==> src/rtl/conv_pkg.sv <==
// Shared types and default sizing for the parametrised 1-D convolution engine.
package conv_pkg;

  typedef enum logic [1:0] {
    LOAD,
    COMPUTE,
    OUTPUT
  } state_t;

  // Default configuration: 16 samples, 4 taps, 16-bit data.
  localparam int N_DEF = 16;
  localparam int M_DEF = 4;
  localparam int T_DEF = 16;

  // Derived sizes for the default configuration.
  localparam int ACC_W = 2 * T_DEF + $clog2(M_DEF);
  localparam int NOUT  = N_DEF - M_DEF + 1;
  localparam int XA_W  = $clog2(N_DEF);
  localparam int FA_W  = $clog2(M_DEF);

  // Saturation bounds for a T_DEF-bit signed result.
  localparam longint SAT_MAX = (longint'(1) <<< (T_DEF - 1)) - 1;
  localparam longint SAT_MIN = -(longint'(1) <<< (T_DEF - 1));

endpackage

==> src/rtl/conv_mem.sv <==
// Small register-file memory: one synchronous write port, one asynchronous read port.
module conv_mem #(
  parameter int WIDTH = 16,
  parameter int DEPTH = 16
) (
  input  logic                     clk,
  input  logic                     we,
  input  logic [$clog2(DEPTH)-1:0] waddr,
  input  logic [WIDTH-1:0]         wdata,
  input  logic [$clog2(DEPTH)-1:0] raddr,
  output logic [WIDTH-1:0]         rdata
);

  logic [WIDTH-1:0] mem [DEPTH];

  // Store a word whenever the owner signals an accepted write.
  always_ff @(posedge clk) begin
    if (we) mem[waddr] <= wdata;
  end

  assign rdata = mem[raddr];

endmodule

==> src/rtl/conv_param.sv <==
// 1-D convolution engine: loads x and a persistent filter f, then streams y[i] = sum x[i+j]*f[j].
module conv_param
  import conv_pkg::*;
#(
  parameter int N    = N_DEF,
  parameter int M    = M_DEF,
  parameter int T    = T_DEF,
  parameter bit SAT  = 1'b1,
  parameter bit RELU = 1'b0
) (
  input  logic         clk,
  input  logic         reset,
  input  logic [T-1:0] s_data_in_x,
  input  logic         s_valid_x,
  output logic         s_ready_x,
  input  logic [T-1:0] s_data_in_f,
  input  logic         s_valid_f,
  output logic         s_ready_f,
  output logic [T-1:0] m_data_out_y,
  output logic         m_valid_y,
  input  logic         m_ready_y
);

  localparam int ACC_W = 2 * T + $clog2(M);
  localparam int XA_W  = $clog2(N);
  localparam int FA_W  = $clog2(M);

  localparam logic [XA_W-1:0] X_LAST = XA_W'(N - 1);
  localparam logic [XA_W-1:0] I_LAST = XA_W'(N - M);
  localparam logic [FA_W-1:0] F_LAST = FA_W'(M - 1);

  localparam logic signed [ACC_W-1:0] SAT_HI = {{(ACC_W - T + 1){1'b0}}, {(T - 1){1'b1}}};
  localparam logic signed [ACC_W-1:0] SAT_LO = {{(ACC_W - T + 1){1'b1}}, {(T - 1){1'b0}}};

  state_t state;
  logic [XA_W-1:0] x_wa;
  logic [XA_W-1:0] i_cnt;
  logic [FA_W-1:0] f_wa;
  logic [FA_W-1:0] j_cnt;
  logic            x_full;
  logic            f_loaded;
  logic            mac_phase;
  logic signed [ACC_W-1:0] acc;

  logic                     x_hs;
  logic                     f_hs;
  logic                     y_hs;
  logic                     x_full_nxt;
  logic                     f_loaded_nxt;
  logic [XA_W-1:0]          x_ra;
  logic signed [T-1:0]      x_rd;
  logic signed [T-1:0]      f_rd;
  logic signed [2*T-1:0]    prod;
  logic signed [ACC_W-1:0]  acc_sum;
  logic [T-1:0]             res;

  assign x_hs = s_valid_x & s_ready_x;
  assign f_hs = s_valid_f & s_ready_f;
  assign y_hs = m_valid_y & m_ready_y;

  assign x_full_nxt   = x_full | (x_hs & (x_wa == X_LAST));
  assign f_loaded_nxt = f_loaded | (f_hs & (f_wa == F_LAST));

  assign x_ra    = i_cnt + XA_W'(j_cnt);
  assign prod    = x_rd * f_rd;
  assign acc_sum = acc + {{(ACC_W - 2 * T){prod[2*T-1]}}, prod};

  conv_mem #(.WIDTH(T), .DEPTH(N)) u_xmem (
    .clk   (clk),
    .we    (x_hs),
    .waddr (x_wa),
    .wdata (s_data_in_x),
    .raddr (x_ra),
    .rdata (x_rd)
  );

  conv_mem #(.WIDTH(T), .DEPTH(M)) u_fmem (
    .clk   (clk),
    .we    (f_hs),
    .waddr (f_wa),
    .wdata (s_data_in_f),
    .raddr (j_cnt),
    .rdata (f_rd)
  );

  // Reduce the final accumulator to T bits (clamp or wrap), then optionally zero negatives.
  always_comb begin
    res = acc_sum[T-1:0];
    if (SAT) begin
      if (acc_sum > SAT_HI)      res = SAT_HI[T-1:0];
      else if (acc_sum < SAT_LO) res = SAT_LO[T-1:0];
    end
    if (RELU && res[T-1]) res = '0;
  end

  // Controller and MAC datapath: load x/f, one clear cycle plus M MACs per output, hold y until taken.
  always_ff @(posedge clk or negedge reset) begin
    if (!reset) begin
      state        <= LOAD;
      x_wa         <= '0;
      f_wa         <= '0;
      i_cnt        <= '0;
      j_cnt        <= '0;
      x_full       <= 1'b0;
      f_loaded     <= 1'b0;
      mac_phase    <= 1'b0;
      acc          <= '0;
      s_ready_x    <= 1'b0;
      s_ready_f    <= 1'b0;
      m_valid_y    <= 1'b0;
      m_data_out_y <= '0;
    end else begin
      case (state)
        LOAD: begin
          if (x_hs) x_wa <= (x_wa == X_LAST) ? '0 : x_wa + 1'b1;
          if (f_hs) f_wa <= (f_wa == F_LAST) ? '0 : f_wa + 1'b1;
          x_full   <= x_full_nxt;
          f_loaded <= f_loaded_nxt;
          if (x_full_nxt && f_loaded_nxt) begin
            state     <= COMPUTE;
            mac_phase <= 1'b0;
            i_cnt     <= '0;
            s_ready_x <= 1'b0;
            s_ready_f <= 1'b0;
          end else begin
            s_ready_x <= !x_full_nxt;
            s_ready_f <= !f_loaded_nxt;
          end
        end
        COMPUTE: begin
          if (!mac_phase) begin
            acc       <= '0;
            j_cnt     <= '0;
            mac_phase <= 1'b1;
          end else begin
            acc <= acc_sum;
            if (j_cnt == F_LAST) begin
              m_data_out_y <= res;
              m_valid_y    <= 1'b1;
              state        <= OUTPUT;
            end else begin
              j_cnt <= j_cnt + 1'b1;
            end
          end
        end
        OUTPUT: begin
          if (y_hs) begin
            m_valid_y <= 1'b0;
            if (i_cnt == I_LAST) begin
              state     <= LOAD;
              x_full    <= 1'b0;
              s_ready_x <= 1'b1;
              s_ready_f <= !f_loaded;
            end else begin
              i_cnt     <= i_cnt + 1'b1;
              mac_phase <= 1'b0;
              state     <= COMPUTE;
            end
          end
        end
        default: state <= LOAD;
      endcase
    end
  end

endmodule

==> config.mk <==
export PLATFORM = sky130hd
export DESIGN_NAME = conv_param
export DESIGN_NICKNAME = d
export VERILOG_FILES = /design/src/rtl/conv_pkg.sv /design/src/rtl/conv_mem.sv /design/src/rtl/conv_param.sv
export SDC_FILE = /design/constraint.sdc
export NUM_CORES = 1
export LEC_CHECK = 0
export ABC_CLOCK_PERIOD_IN_PS = 12600
export CAP_MARGIN = 40
export CORE_MARGIN = 3
export CORE_UTILIZATION = 55
export DETAILED_ROUTE_END_ITERATION = 6
export PLACE_DENSITY = 0.72
export SKIP_CTS_REPAIR_TIMING = 1
export SLEW_MARGIN = 20
export SYNTH_ARGS = -nofsm -noshare
export SYNTH_HDL_FRONTEND = slang
export SYNTH_HIERARCHICAL = 1
export SYNTH_SLANG_ARGS = --single-unit
==> constraint.sdc <==
create_clock -name clk -period 12.6 [get_ports clk]
set_input_delay 1.26 -clock clk [delete_from_list [all_inputs] [get_ports clk]]
set_output_delay 1.26 -clock clk [all_outputs]
set_load 0.1 [all_outputs]
---- After elaboration in Yosys (flattened, before gate mapping) ----
Memory sizes are Yosys's and may differ from the RTL's.
Index checks and enable logic that the tools add are counted.
word-level totals
  flip-flop bits (word level) ............. 70
  output and inout port bits .............. 19
  bits of input ports ..................... 37
  bits in writable memories ............... 320
  memories ................................ 2
memories
  memory      words  bits a word  read ports  clocked after memory_dff  write ports  line            RTL
  u_xmem.mem  16     16           1           0                         1            conv_mem.sv:14  logic [WIDTH-1:0] mem [DEPTH];
  u_fmem.mem  4      16           1           0                         1            conv_mem.sv:14
cells by class
  $lt $le $gt $ge ......................... 2
  $add $sub $neg .......................... 6
  bitwise operators ....................... 7
  multipliers ............................. 1
  mux-type cells .......................... 40
  reductions and logical operators ........ 17
  equality and inequality tests ........... 13
operator list
  operator                                                                            number
  34-bit adder                                                                        1
  34-bit by 16-bit greater-than comparator with 1-bit output (second input constant)  1
  34-bit by 16-bit less-than comparator with 1-bit output (second input constant)     1
  34-bit 2-to-1 mux                                                                   1
  16-bit by 16-bit multiplier with 32-bit output                                      1
  16-bit 2-to-1 mux                                                                   2
  1-bit 2-to-1 mux                                                                    19
  4-bit 2-to-1 mux                                                                    4
  4-bit AND reduction                                                                 4
  2-bit 2-to-1 mux                                                                    7
  2-bit inequality test (second input constant)                                       7
  4-bit by 1-bit adder with 4-bit output (second input constant)                      2
  4-bit equality test (second input constant)                                         2
  1-bit one-hot mux with 2 select lines                                               4
  4-bit one-hot mux with 2 select lines                                               1
  2-bit equality test (second input constant)                                         3
  2-bit one-hot mux with 3 select lines                                               1
  2-bit AND reduction                                                                 3
  3-bit AND reduction                                                                 2
  1-bit AND                                                                           5
  2-bit by 1-bit adder with 2-bit output (second input constant)                      2
  4-bit by 2-bit adder with 4-bit output                                              1
  2-bit nonzero test                                                                  2
  1-bit logical NOT                                                                   3
  6 further kinds                                                                     7

---- Depth between registers and ports, before layout ----
An unclocked memory read counts as a cell.
  depth after elaboration ................. 7
  depth in mapped cells ................... 48
  depth with buffers taken out ............ 43

---- Hierarchy ----
Netlist, hierarchy kept.
modules (own cells, without submodules)
  module             times used  area each (um2)  cells an instance
  conv_param         1           15095.7          1671
  conv_mem (u_xmem)  1           9721.8           416
  conv_mem (u_fmem)  1           2377.3           88

---- Worst setup path before layout ----
OpenSTA, ideal clock, no wires.
  path type ............................... register to register
  start point ............................. register j_cnt[0]
  end point ............................... register m_data_out_y[7]
  period minus slack after synthesis ...... 10.180 ns
  stages on the path, launching flop included .. 43
  setup time .............................. 0.070 ns
  path buffers ............................ 4
  arrival time ............................ 10.110 ns
  setup slack ............................. 2.420 ns
  required time ........................... 12.530 ns
  cell sequence ........................... dfrtp_1 -> ha_1 -> inv_1 -> fa_1 -> inv_1 -> buf_2 -> clkbuf_1 -> mux4_2 -> a22oi_1 -> nand2_1 -> clkbuf_1 -> nand2_1 -> inv_1 -> fa_1 -> inv_1 -> fa_1 -> inv_1 -> fa_1 -> [7 not listed] -> inv_1 -> a221oi_1 -> o41ai_4 -> a31oi_1 -> xnor2_1 -> ha_1 -> a221oi_1 -> o21ai_0 -> nor4_1 -> nor3_1 -> a211oi_2 -> o21bai_1 -> a21o_1 -> xnor2_1 -> o41ai_4 -> buf_6 -> nand3_1 -> nand3_1
between the ends
  cells in the longest elaborated chain, start to end .. 7
  elaborated cells between the ends (all ways) .. 11
  classes of those cells .................. 2 x add/sub; 1 x mul; 2 x order compare; 1 x eq/ne; 2 x mux; 1 x reduce/logical; 2 x memory
RTL lines
  what                                                     line               RTL
  start, declared                                          conv_param.sv:39   logic [FA_W-1:0] j_cnt;
  start signal, assigned                                   conv_param.sv:142  j_cnt <= j_cnt + 1'b1;
  4-bit by 2-bit adder with 4-bit output *                 conv_param.sv:64   assign x_ra = i_cnt + XA_W'(j_cnt);
  named net x_ra[1]                                        conv_param.sv:50   logic [XA_W-1:0] x_ra;
  memory 16 x 16 bit *                                     -
  named net x_rd[15]                                       conv_param.sv:51   logic signed [T-1:0] x_rd;
  16-bit by 16-bit multiplier with 32-bit output *         conv_param.sv:65   assign prod = x_rd * f_rd;
  34-bit adder *                                           conv_param.sv:66   assign acc_sum = acc + {{(ACC_W - 2 * T){prod[2*T-1]}}, prod};
  34-bit by 16-bit less-than comparator with 1-bit output  conv_param.sv:91   else if (acc_sum < SAT_LO) res = SAT_LO[T-1:0];
  16-bit 2-to-1 mux                                        conv_param.sv:91
  16-bit 2-to-1 mux *                                      conv_param.sv:90   if (acc_sum > SAT_HI) res = SAT_HI[T-1:0];
  end signal, assigned                                     conv_param.sv:138  m_data_out_y <= res;
  end, declared                                            conv_param.sv:19   output logic [T-1:0] m_data_out_y,
The timed path passes the listed nets; every way through them passes the cells marked *.
A chain may end at the register's enable or synchronous reset.

---- Final worst setup path ----
  start point ............................. register i_cnt[0]
  end point ............................... register m_data_out_y[0]
between the ends
  cells in the longest elaborated chain, start to end .. 7
  elaborated cells between the ends (all ways) .. 8
  classes of those cells .................. 2 x add/sub; 1 x mul; 2 x order compare; 2 x mux; 1 x memory
RTL lines
  what                                                     line               RTL
  start, declared                                          conv_param.sv:37   logic [XA_W-1:0] i_cnt;
  start signal, assigned                                   conv_param.sv:155  i_cnt <= i_cnt + 1'b1;
  4-bit by 2-bit adder with 4-bit output *                 conv_param.sv:64
  named net x_ra[0]                                        conv_param.sv:50
  memory 16 x 16 bit *                                     -
  named net x_rd[3]                                        conv_param.sv:51
  16-bit by 16-bit multiplier with 32-bit output *         conv_param.sv:65
  34-bit adder *                                           conv_param.sv:66
  34-bit by 16-bit less-than comparator with 1-bit output  conv_param.sv:91
  16-bit 2-to-1 mux                                        conv_param.sv:91
  16-bit 2-to-1 mux *                                      conv_param.sv:90
Marks and branches as above.

==> results <==
- After detailed routing, the average wire length per cell comes to around 21 um.
- The floorplan step set the die height to ~230 um.
- Sorting the synthesized cells by area gives the leading types as edfxtp_1, fa_1, dfrtp_1.
- The data required time at the worst endpoint is between 10 and 15 ns.
- The max-slew violation count is 0.
- The number of maximum-capacitance violations is 0.
- Clock tree synthesis found a total of a little under 400 sinks.
- The H-tree depth is 2.
- The internal reg-to-reg setup slack is between 1 and 1.5 ns.
- Fill cells in the final layout number 3665.
- The largest driver fanout on the critical path is 31.
- Synthesis inferred 390 register bits.
- The flow ran to the end, and the final reports show no timing, DRC or antenna violations.
- Among all stages on the critical path, the largest delay is contributed by ha_4.
- The via count of the first global-routing pass is 18300.
- In this run the cell area of the synthesized design comes to between 20000 and 30000 um^2.
- The clock reaches the later pin of the worst-skew pair after between 0.5 and 0.6 ns.
- Following the worst setup path forward leads to its endpoint at m_data_out_y[0]$_DFFE_PN0P_.
- The number of buffers added on ports is 55.
- The initial standard-cell utilization of the core is 0.564.
- The final hold violation count came to 0.
- The clock slew at the register clock pins of the worst setup and hold paths is around 0.06 ns.
- The most numerous cell type found on the critical path is fa_1.
- For this run, design rule violations remaining after detail routing come to 0.
- Counting both buffers and inverters, the worst setup path holds a total of 4.
- The die covers around 52000 um^2.
- The synthesis warning total is 6.
- The critical path crosses 35 cells after its start point.
- Clock tree synthesis inserted a total of 42 buffers.
- Tracing the worst setup path back leads to its startpoint at i_cnt[0]$_DFFE_PN0P_.
- The die extent in x is between 200 and 250 um.
- Data arrives at the worst endpoint at 11.88 ns.
- The remaining number of nets flagged by the antenna check after routing is 0.
- The accumulated negative setup slack is 0 ns.
- The core region area is about 48000 um^2.
- The cell type with the largest total area after synthesis is edfxtp_1.
- The leading register cell type out of synthesis is edfxtp_1.
- No sink is reached through more buffers than the 3 on the longest clock path.
- Counting cells, the worst reg-to-reg path comes to 35.
- Of the post-synthesis cell area, the dominant cell type holds 0.353.
- The maximum number of pins on one net before global-route repair is 65.
- The ratio of cells with drive above 1 in the final layout is 0.104.
- Relative to the synthesized area, the layout overhead comes to 10.9%.
- The final HPWL from detailed placement is 43100 um.
- Measured against its own limit, the worst slew margin works out to 0.441.
- The number of antenna cells inserted is 0.
- Across every metal layer, demand over resource in global routing totals 0.239.
- The final critical delay including setup and external delays is approximately 11 ns.
- The average via count per standard cell is around 5.8.
- TritonCTS built the clock tree.
- The area taken by flip-flops and latches is ~11000 um^2.
- Wires add up to ~61000 um.
- Dividing the final minimum period by the clock period gives 0.902.
- Setup repair after global routing left no endpoint under its margin.
- After floorplanning, the core was divided into 80 placement rows.
- The first global-routing pass estimated 98000 um of wire.
- The transition at the pin with the smallest max-transition slack is around 0.84 ns.
- Dividing the synthesized area by the synthesized cell count gives approximately 13 um^2.
- The worst setup path is captured at a flip-flop.
- The setup skew after layout is roughly 0.022 ns.
- The final weighted congestion of routability-driven global placement is between 0.8 and 0.9.
- The multi-input combinational cells in the finished layout cover a total of about 14000 um^2.
- The number of primary I/O pins is 56.
- Summed over all layers, the global routing overflow is 0.
- The number of nets in the synthesized netlist is 2600.
- Setup violations remaining at the end of the flow were counted as 0.
- The number of flops mapped to enable cells by yosys is between 300 and 400.
- In this design, the largest share of critical-path delay is due to adder cells.
- Across all layers, the routed design uses 17000 vias.
- The number of instances in the synthesized netlist is 2175.
- After synthesis, the share of flip-flops with an asynchronous set or reset is 0.179.
- Yosys mapped the design onto 90 distinct sky130hd cell types.
- The kind of path behind the tightest hold check is reg2reg.
- The critical path in this run is classified as reg2reg.
- For this run, the register share of the synthesized area comes to 0.418.
- The startpoint kind of the worst setup timing path is a flip-flop.
- The number of nets in the layout is between 2000 and 3000.
- The initial detailed-routing violation count is about 1300.
- The worst reg2reg path endpoint is m_data_out_y[0]$_DFFE_PN0P_.
- The buffer cell driving the clock tree root is clkbuf_16.
- The beginning of the worst register-to-register path is i_cnt[0]$_DFFE_PN0P_.
- The first detailed-routing pass took 5 iterations.
- Static timing analysis puts the maximum clock frequency at around 0.088 GHz.
- The most frequent standard cell in the layout excluding fill and tap cells is inv_1.
- For this run, the slowest stage of the critical path takes 0.69 ns.
- Leaving out fill and tap cells, the most frequent cells in the layout are inv_1, edfxtp_1, fa_1.
- The number of antenna violations at the first check in global routing is 0.
## metal layers
layer / vias to the layer above / part of all wire / track usage
li1: 7614 / - / -
met5: - / 0 / 0
met3: 153 / 0.056 / 0.0348
met2: 546 / 0.51 / 0.407
met1: 8695 / 0.39 / 0.305
met4: 0 / 0.047 / 0.112
## state kept, by name, indices dropped and copies added, names as in the netlist
register	count
acc	34
m_valid_y	1
f_loaded	1
s_ready_f	1
j_cnt	2
m_data_out_y	16
mac_phase	1
state	2
f_wa	2
u_xmem/mem	256
u_fmem/mem	64
i_cnt	4
x_wa	4
s_ready_x	1
x_full	1
## worst min-delay path, stage by stage, from the launching register on
cell and delay (ns):
dfrtp_1 0.33, nand2_1 0.05, nand2_1 0.06
## cells by family (layout without fill, tap and decap cells)
family,Yosys count,after routing,share of synthesized area
compound gates,289,289,0.0749
xor+xnor,65,65,0.0217
fa+ha+maj,388,388,0.251
buf+inv,407,511,0.0600
flops,390,390,0.418
mux,89,89,0.0721
simple gates,547,547,0.102
## per-stage QoR
stage / hold WS (ns) / area [um^2] / util / setup slack (ns) / cells
final: 0.473 / 30200 / 0.625 / 1.24 / 2935
after global routing: 0.513 / 30200 / 0.625 / 0.312 / 2935
after CTS: 0.472 / 30100 / 0.624 / 1.21 / 2931
after detailed placement: 0.457 / 28800 / 0.597 / 1.26 / 2859
after global placement: 0.457 / 28500 / 0.590 / 1.16 / 2837
after floorplan: 0.440 / 27200 / - / 2.42 / 2175
## final cells by class
type / instances / area share
Timing Repair Buffer: 116 / 0.0406
Clock inverter: 20 / 0.00618
Clock buffer: 52 / 0.0368
Inverter: 323 / 0.0402
Multi-Input combinational cell: 1378 / 0.472
Sequential cell: 390 / 0.377
Tap cell: 656 / 0.0272
## worst min path at each step
stage / from / endpoint / slack, ns / cells past startpoint
final: x_full$_DFFE_PN0P_ / x_full$_DFFE_PN0P_ / 0.47 / 2
after global routing: acc[17]$_DFFE_PN0P_ / acc[17]$_DFFE_PN0P_ / 0.51 / 1
after CTS: x_full$_DFFE_PN0P_ / x_full$_DFFE_PN0P_ / 0.47 / 2
after detailed placement: x_full$_DFFE_PN0P_ / x_full$_DFFE_PN0P_ / 0.46 / 2
after global placement: x_full$_DFFE_PN0P_ / x_full$_DFFE_PN0P_ / 0.46 / 2
after floorplan: x_full$_DFFE_PN0P_ / x_full$_DFFE_PN0P_ / 0.44 / 2
## Yosys cell counts (all sizes together), types with 3 or more instances
cell and instances:
nand4 11, or3 3, ha 124, a31oi 6
o211ai 8, mux4 80, a21oi 49, mux2i 4
edfxtp 320, clkbuf 59, o21a 19, nand2 231
a21o 24, nand3 42, xnor2 50, nor2 64
xor2 14, or2 3, o21ai 67, and3 8
nand2b 21, buf 25, nor4 5, a211oi 15
nor3 14, a221oi 4, a22oi 36, nand3b 4
or4 3, fa 264, o21bai 9, dfrtp 70
nor2b 4, mux2 5, o31a 3, a2111oi 5
a22o 17, inv 323, and2 124
Power is not shown: default switching activity piles up to over one toggle a cycle in this logic, so the estimate is an artifact.
